[src/rtl/uart_tx_frame_sequencer.sv]
// UART transmit frame sequencer: START, LSB-first DATA (5..MAX_DATA_W bits),
// optional PARITY (even/odd/mark) and one or two STOP bits, one bit per baud tick.
// Frame configuration is captured at accept so mid-frame input changes are harmless.
module uart_tx_frame_sequencer #(
  parameter int unsigned MAX_DATA_W = 8,
  parameter int unsigned CNT_W      = $clog2(MAX_DATA_W + 1)
) (
  input  logic                  clk,
  input  logic                  rst,
  input  logic                  baud_tick,
  input  logic [CNT_W-1:0]      data_len,
  input  logic [1:0]            parity_mode,
  input  logic                  stop2,
  input  logic [MAX_DATA_W-1:0] data_in,
  input  logic                  data_valid,
  output logic                  data_ready,
  output logic                  tx,
  output logic                  start_o,
  output logic                  data_on_trans,
  output logic                  parity,
  output logic                  stop,
  output logic                  busy,
  output logic                  done
);

  typedef enum logic [2:0] {StIdle, StStart, StData, StParity, StStop} state_e;

  state_e                state_q, state_d;
  logic [MAX_DATA_W-1:0] shift_q, shift_d;
  logic [CNT_W-1:0]      bit_cnt_q, bit_cnt_d;
  logic [CNT_W-1:0]      len_q, len_d;
  logic [1:0]            pmode_q, pmode_d;
  logic                  stop2_q, stop2_d;
  logic                  stop_cnt_q, stop_cnt_d;
  logic                  acc_q, acc_d;
  logic                  done_d;
  logic                  tx_d;
  logic [CNT_W-1:0]      len_clamped;

  // Out-of-range lengths are pulled into the legal 5..MAX_DATA_W window.
  always_comb begin
    if (data_len < CNT_W'(5)) begin
      len_clamped = CNT_W'(5);
    end else if (data_len > CNT_W'(MAX_DATA_W)) begin
      len_clamped = CNT_W'(MAX_DATA_W);
    end else begin
      len_clamped = data_len;
    end
  end

  // Next-state logic: frame phase sequencing, shifting and parity accumulation.
  always_comb begin
    state_d    = state_q;
    shift_d    = shift_q;
    bit_cnt_d  = bit_cnt_q;
    len_d      = len_q;
    pmode_d    = pmode_q;
    stop2_d    = stop2_q;
    stop_cnt_d = stop_cnt_q;
    acc_d      = acc_q;
    done_d     = 1'b0;
    unique case (state_q)
      StIdle: begin
        if (data_valid) begin
          shift_d    = data_in;
          len_d      = len_clamped;
          pmode_d    = parity_mode;
          stop2_d    = stop2;
          acc_d      = 1'b0;
          bit_cnt_d  = '0;
          stop_cnt_d = 1'b0;
          state_d    = StStart;
        end
      end
      StStart: begin
        if (baud_tick) begin
          bit_cnt_d = '0;
          state_d   = StData;
        end
      end
      StData: begin
        if (baud_tick) begin
          acc_d     = acc_q ^ shift_q[0];
          shift_d   = shift_q >> 1;
          bit_cnt_d = bit_cnt_q + CNT_W'(1);
          if (bit_cnt_q == len_q - CNT_W'(1)) begin
            stop_cnt_d = 1'b0;
            state_d    = (pmode_q != 2'b00) ? StParity : StStop;
          end
        end
      end
      StParity: begin
        if (baud_tick) begin
          stop_cnt_d = 1'b0;
          state_d    = StStop;
        end
      end
      StStop: begin
        if (baud_tick) begin
          if (stop2_q && !stop_cnt_q) begin
            stop_cnt_d = 1'b1;
          end else begin
            state_d = StIdle;
            done_d  = 1'b1;
          end
        end
      end
      default: state_d = StIdle;
    endcase
  end

  // Line level for the phase being entered, so tx is registered alongside the flags.
  always_comb begin
    tx_d = 1'b1;
    case (state_d)
      StStart:  tx_d = 1'b0;
      StData:   tx_d = shift_d[0];
      StParity: begin
        case (pmode_d)
          2'b01:   tx_d = acc_d;
          2'b10:   tx_d = ~acc_d;
          default: tx_d = 1'b1;
        endcase
      end
      default:  tx_d = 1'b1;
    endcase
  end

  // State and registered outputs with synchronous reset.
  always_ff @(posedge clk) begin
    if (rst) begin
      state_q       <= StIdle;
      shift_q       <= '0;
      bit_cnt_q     <= '0;
      len_q         <= '0;
      pmode_q       <= 2'b00;
      stop2_q       <= 1'b0;
      stop_cnt_q    <= 1'b0;
      acc_q         <= 1'b0;
      tx            <= 1'b1;
      start_o       <= 1'b0;
      data_on_trans <= 1'b0;
      parity        <= 1'b0;
      stop          <= 1'b0;
      done          <= 1'b0;
    end else begin
      state_q       <= state_d;
      shift_q       <= shift_d;
      bit_cnt_q     <= bit_cnt_d;
      len_q         <= len_d;
      pmode_q       <= pmode_d;
      stop2_q       <= stop2_d;
      stop_cnt_q    <= stop_cnt_d;
      acc_q         <= acc_d;
      tx            <= tx_d;
      start_o       <= (state_d == StStart);
      data_on_trans <= (state_d == StData);
      parity        <= (state_d == StParity);
      stop          <= (state_d == StStop);
      done          <= done_d;
    end
  end

  assign data_ready = (state_q == StIdle);
  assign busy       = (state_q != StIdle);

endmodule

[config.mk]
export PLATFORM = sky130hd
export DESIGN_NAME = uart_tx_frame_sequencer
export DESIGN_NICKNAME = d
export VERILOG_FILES = /design/src/rtl/uart_tx_frame_sequencer.sv
export SDC_FILE = /design/constraint.sdc
export NUM_CORES = 1
export LEC_CHECK = 0
export CORE_MARGIN = 3
export CORE_UTILIZATION = 36
export DETAILED_ROUTE_END_ITERATION = 8
export SLEW_MARGIN = 20
export SYNTH_ARGS = -nofsm -noshare
export SYNTH_HDL_FRONTEND = slang
export SYNTH_SLANG_ARGS = --single-unit
export TNS_END_PERCENT = 1
[constraint.sdc]
create_clock -name clk -period 1.9 [get_ports clk]
set_input_delay 0.57 -clock clk [delete_from_list [all_inputs] [get_ports clk]]
set_output_delay 0.57 -clock clk [all_outputs]
set_load 0.005 [all_outputs]
==> results.md <==
| Stage | Metric | Value |
|---|---|---|
| setup path | Crit-path max cell delay | 0.34 ns |
| route | Count of vias placed by the detailed router | 1,436 |
| sta | Time the worst path needs with I/O delays and setup | 1.90 ns |
| die | Die Width | 69.9 µm |
| worst hold path | Class of the tightest hold or removal check | register to register |
| clock network | Clock Latency Late Sink | 0.28 ns |
| synthesis | Number of instances in the synthesized netlist | 175 |
| route | Average detailed-routed wire length per instance | 13.3 µm |
| setup path | Launching element type of the critical path | register |
| die | Ports | 27 |
| synthesis | Portion of synthesized cell area occupied by the leading cell type | 40.9% |
| route | ANT nets after route | 0 |
| setup path | Library cell contributing the largest single delay on the critical path | o32a_1 |
| synthesis | Post-synth ARST share | 0% |
| sta | Fin Clk Skew | 0.00543 ns |
| setup path | Data required, critical path | 2.06 ns |
| die | Area inside the core boundary | 3800 µm² |
| route | DR vias/cell | 5.09 |
| global route | Largest net degree at the start of global routing | 24 |
| pwr | Power Dens Cells | 768 nW/µm² |
| clock network | Maximum count of clock buffers along a single path | 2 |
| global route | Met1 GRT Util | 18.6% |
| synthesis | List of most frequent post-synthesis cells | dfxtp_1 (30), nor2_1 (21), a21oi_1 (18), nand2_1 (18), inv_1 (8) |
| flow run | Max-capacitance violation count | 0 |
| global route | Met2 track demand over resource in global routing | 27.9% |
| finish | Area growth from synthesis to layout | 48.4% |
| synthesis | Synthesized Nets | 198 |
| sta | Final-report hold violation count | 0 |
| sta | RSZ-0062 raised after global routing | yes |
| clock network | Master cell of the clock root buffer | clkbuf_8 |
| synthesis | Cell with the most instances after synthesis | dfxtp_1 |
| clock network | Number of buffers created by CTS | 5 |
| sta | Fin crit share | 99.9% |
| synthesis | Leading cell types by total area after synthesis | dfxtp_1 (41%), a21oi_1 (6.1%), nor2_1 (5.4%) |
| synthesis | Netlist cell types | 42 |
| synthesis | Share of the yosys chip area belonging to registers | 40.9% |
| sta | Measured slew at the worst slew-check pin | 0.324 ns |
| sta | Final setup violation count | 0 |
| setup path | Highest net fanout along the worst path | 3 |
| clock network | Number of levels the H-tree was split into | 2 |
| clock network | Hold bufs inserted after CTS | 0 |
| global route | Most crowded layer after global routing | met2 |
| die | Die Footprint | 4880 µm² |
| finish | Number of diodes added for antenna fixing | 0 |
| pwr | Leakage power | 0.871 nW |
| global route | Sum of overflow across all layers after global routing | 0 |
| placement | Global placement routability congestion | 0.879 |
| synthesis | Cell type contributing the most total cell area after synthesis | dfxtp_1 |
| pwr | Peak VDD IR | 0.000468 V |
| sta | Number of slew-limit violations in the final report | 0 |
| setup path | Critical path cell sequence | inv_1 > ha_4 > xnor2_2 > nor2_2 > and3_1 > a22o_1 > nand2b_4 > o32a_1 |
| route | Number of iterations in the first detailed-routing pass | 4 |
| synthesis | Average cell area after synthesis | 8.39 µm² |
| sta | Tightest slew margin relative to the limit | 78.3% |
| synthesis | Predominant post-synthesis flop cell | dfxtp_1 |
| route | 1st-iter DRT viols | 84 |
| synthesis | Post-synthesis cell area | 1470 µm² |
| outcome | Status | finished clean |
| synthesis | Number of enable flip-flop cells after synthesis | 0 |
| clock network | Clock tree from TritonCTS | yes |
| sta | Max Clock Freq | 527 MHz |
| die | Starting Density | 38.6% |
| finish | Ratio of cells with drive above 1 in the final layout | 28.6% |
| global route | Initial antenna violation count | 0 |
| die | Die height | 69.9 µm |
| placement | Count of input and output buffers | 26 |
| global route | First-pass GRT wire length | 6.38 mm |
| setup path | Worst endpoint data arrival time | 2.06 ns |
| route | Residual DRC | 0 |
| synthesis | Total number of yosys warnings | 0 |
| global route | Global Route Usage Sum | 15.9% |
| setup path | Class of the most critical setup path | register to register |
| placement | Estimated wirelength of the detail-placed design | 2.68 mm |
| die | Rows | 22 |
| route | Detailed Route WL | 3.74 mm |
| finish | Nets@finish | 256 |
| clock network | Clock transition time at the flip-flop clock pins of the worst setup and hold paths | 0.06 ns |
| placement | Number of cells in the design after placement | 268 |
| finish | Count of placed standard cells in the final layout, fillers left out | 282 |
| setup path | Kind of capture point of the worst setup path | register |
| pwr | Total power | 1.67 mW |
| synthesis | Post-synthesis sequential element count | 30 |
| clock network | Num Clock Sinks | 30 |
| global route | GRT met3 Usage | 4.46% |
| global route | Via count of the first global-routing pass | 1,441 |
==> cell usage in the layout, fill, tap and decap left out, drive strengths merged, types with 2 or more instances in the layout <==
cell type / n
and3: 2
nor2: 24
ha: 4
o21ai: 6
clkbuf: 7
nand2: 19
clkdlybuf4s50: 22
buf: 33
nand3b: 3
nor3: 8
dfxtp: 30
dlygate4sd2: 3
nand2b: 4
nand3: 5
inv: 8
a31oi: 3
xnor2: 6
mux2i: 2
a22oi: 7
a21o: 3
a21oi: 18
or3: 2
==> logic make-up after synthesis <==
| logic type | Yosys count | share of synthesized area [%] |
|---|---|---|
| and+or+nand+nor | 73 | 25.7 |
| adders and majority gates | 4 | 3.41 |
| AOI/OAI and AO/OA | 42 | 18.0 |
| muxes | 3 | 2.13 |
| DFF | 30 | 40.9 |
| buffers and inverters | 16 | 5.63 |
| xor gates and xnor gates | 7 | 4.18 |
==> sequential cells by signal, summed over array words and instances, names as in the netlist <==
register,flops
len_q,4
stop,1
stop2_q,1
parity,1
stop_cnt_q,1
done,1
shift_q,8
acc_q,1
tx,1
start_o,1
pmode_q,2
state_q,3
bit_cnt_q,4
data_on_trans,1
==> through the flow <==
step	cell area (µm²)	setup WS, ns	TNS (ns)	hold WS (ns)	utilization, %
after floorplan	1490	-0.0171	-0.0171	0.436	-
after global placement	1950	-0.477	-4.67	0.444	51.3
after detailed placement	1950	-0.578	-5.20	0.446	51.3
after CTS	2110	-0.0327	-0.0327	0.455	55.7
after global routing	2180	-0.0962	-0.160	0.478	57.3
final	2180	0.00178	0	0.457	57.3
==> worst paths after layout <==
check,startpoint,to,slack (ns),depth (start not counted)
setup / recovery,len_q[0]$_SDFFE_PP0P_,tx$_SDFF_PP1_,0.002,8
hold / removal,shift_q[1]$_SDFFE_PP0P_,shift_q[1]$_SDFFE_PP0P_,0.46,2
setup reg to reg,len_q[0]$_SDFFE_PP0P_,tx$_SDFF_PP1_,0.002,8
hold reg to reg,shift_q[1]$_SDFFE_PP0P_,shift_q[1]$_SDFFE_PP0P_,0.46,2
==> critical path, delay by kind of cell, from the launching register on <==
kind,cells,cell delay [ns]
flip-flops,1,0.33
adder cells (fa/ha/maj),1,0.25
AO/OA/AOI/OAI,2,0.54
XOR/XNOR,1,0.18
buffers and inverters,1,0.07
AND/OR/NAND/NOR,3,0.41
==> final cells by class <==
type                       count  area, µm²
clock buffer                   7       86.3
clock inverter                 1       5.00
fill                         323       1620
inverter                       8       30.0
multi-input combinational    129        885
sequential                    30        604
tap                           48       60.1
timing repair buffer          59        508
==> repair_timing <==
| action | in CTS | in global routing |
|---|---|---|
| buffers inserted | 5 | 1 |
| setup endpoints to repair | 7 | 6 |
| gates resized for setup | 13 | 13 |
| pin swaps | 4 | 7 |
| hold endpoints to repair | 0 | 0 |
==> per-layer routing <==
metal	up-vias	share of wire, %
li1	723	-
met1	671	43
met2	34	51
met3	8	4.1
met4	0	1.6
met5	-	0
==> report_power, final <==
part,switching [mW],internal [mW],leakage [nW]
Clock,0.232,0.292,0.0482
Combinational,0.204,0.250,0.577
Sequential,0.0254,0.669,0.246
(Power assumes the default switching activity.)
==> patch, RTL diff (same settings) <==
Change the parameter `MAX_DATA_W` from 8 to 16.
--- a/src/rtl/uart_tx_frame_sequencer.sv
+++ b/src/rtl/uart_tx_frame_sequencer.sv
@@ -2,7 +2,7 @@
 // optional PARITY (even/odd/mark) and one or two STOP bits, one bit per baud tick.
 // Frame configuration is captured at accept so mid-frame input changes are harmless.
 module uart_tx_frame_sequencer #(
-  parameter int unsigned MAX_DATA_W = 8,
+  parameter int unsigned MAX_DATA_W = 16,
   parameter int unsigned CNT_W      = $clog2(MAX_DATA_W + 1)
 ) (
   input  logic                  clk,
Ports: changed (resized data_in and data_len); port bits go from 27 to 36. No check against the original RTL was run, so the function may have changed too.
==> patch against the unedited design <==
  * The run now ends with negative setup slack left
  * First-iteration DRC count is 1.2% lower
  * Worst setup slack worse by 0.048 ns
  * Routed wire length is 12% higher
  * Power is 28% higher
  * Synthesized cell count is 28% higher
  * Final area is 21% higher
  * Die area is 24% higher
  * Synthesized area is 27% higher
  * Global-route usage is 0.94 points lower
  * Sequential cell count is 10 higher
  * Critical path type unchanged
  * Largest power group unchanged
==> patch: results (changes against the unedited design) <==
Yosys
  – Netlist cell types: 38 (was 42)
  – Synth Area in XOR/XNOR: 0.04717 (was 0.04177)
  – Synth top cells by count: 40 x dfxtp_1, 33 x nand2_1, 29 x a21oi_1, 20 x nor2_1, 16 x a22oi_1 (was 30 x dfxtp_1, 21 x nor2_1, 18 x a21oi_1, 18 x nand2_1, 8 x inv_1)
  – Synthesized instance count: 224 (was 175)
  – Post-synthesis mux area share: 0.01685 (was 0.02131)

Min path
  – Critical hold path startpoint: shift_q[11] (was shift_q[1])

Final layout
  – Final nets: 313 (was 256)
  – Top flop regs: shift_q x16, bit_cnt_q x5, len_q x5 (was shift_q x8, bit_cnt_q x4, len_q x4)

Placement
  – Placed instance count: 336 (was 268)
  – HPWL Detailed: 3011 um (was 2682 um)
  – Setup WS pre-CTS: -0.5762 ns (was -0.5778 ns)

Power
  – Leakage power: 1.052 nW (was 0.8712 nW)
  – Clock power frac: 0.319 (was 0.313)
  – Flop+latch power: 943 uW (was 694 uW)

Global route
  – Number of global-route vias before repair: 1614 (was 1441)
  – GRT Total Usage: 0.1496 (was 0.1590)
  – First-pass GRT wire length: 7355 um (was 6382 um)

STA
  – Final WS setup: -0.04582 ns (was 0.001783 ns)
  – Final Setup Violations: 2 (was 0)

Status
  – Failing checks: negative setup slack
  – Status: finished with violations (was finished, final reports clean)

Route
  – Post-Route WL: 4205 um (was 3743 um)
  – Via Count: 1716 (was 1436)
  – 1st-iter DRT viols: 83 (was 84)

Setup path
  – Largest fanout on the critical path: 4 (was 3)

Clock tree
  – Post-CTS Setup Bufs: 3 (was 5)
[patch: cell count changes after synthesis, moves of 4 or more]
cell      unedited run  this run
a22oi_1              7        16
nand2_1             18        33
dfxtp_1             30        40
a21oi_1             18        29
nor2b_1              1         8
xor2_1               1         6
clkbuf_1             2         6
[patch: layer usage]
layer / share of wire / track usage / wire length (um) / vias up
li1: - / - / - / 892
met1: 0.49 / 0.1961 / 2066 / 786
met2: 0.46 / 0.2380 / 1914 / 33
met3: 0.041 / 0.03596 / 174 / 5
met4: 0.012 / 0.05338 / 50 / 0
met5: 0 / 0 / 0 / -
[patch: logic make-up after synthesis]
family                   count (synthesis)
XOR/XNOR                                10
adder cells (fa/ha/maj)                  4
AO/OA/AOI/OAI                           64
buffers and inverters                   22
flip-flops                              40
AND/OR/NAND/NOR                         81
multiplexers                             3
[patch: worst min-delay path by stage]
stage,to,slack [ns]
floorplan,shift_q[10],0.44
global placement,shift_q[11],0.44
detailed placement,shift_q[11],0.45
CTS,shift_q[11],0.46
global route,shift_q[13],0.48
finish,shift_q[11],0.46
[patch: cell type report]
type | count | area share
clock buffer | 6 | 0.02757
clock inverter | 2 | 0.01331
inverter | 10 | 0.01426
multi-input combinational | 162 | 0.3959
sequential | 40 | 0.3070
tap | 67 | 0.03184
timing repair buffer | 62 | 0.2101
[patch: metrics by stage]
| step | utilization | power, mW | hold slack (ns) | instance area, um^2 |
|---|---|---|---|---|
| detailed placement | 0.5006 | 1.433 | 0.4464 | 2427 |
| global placement | 0.5006 | 1.428 | 0.4423 | 2427 |
| finish | 0.5430 | 2.148 | 0.4571 | 2633 |
| CTS | 0.5347 | 2.146 | 0.4578 | 2592 |
| floorplan | - | 1.226 | 0.4360 | 1872 |
| global route | 0.5430 | 2.267 | 0.4764 | 2633 |
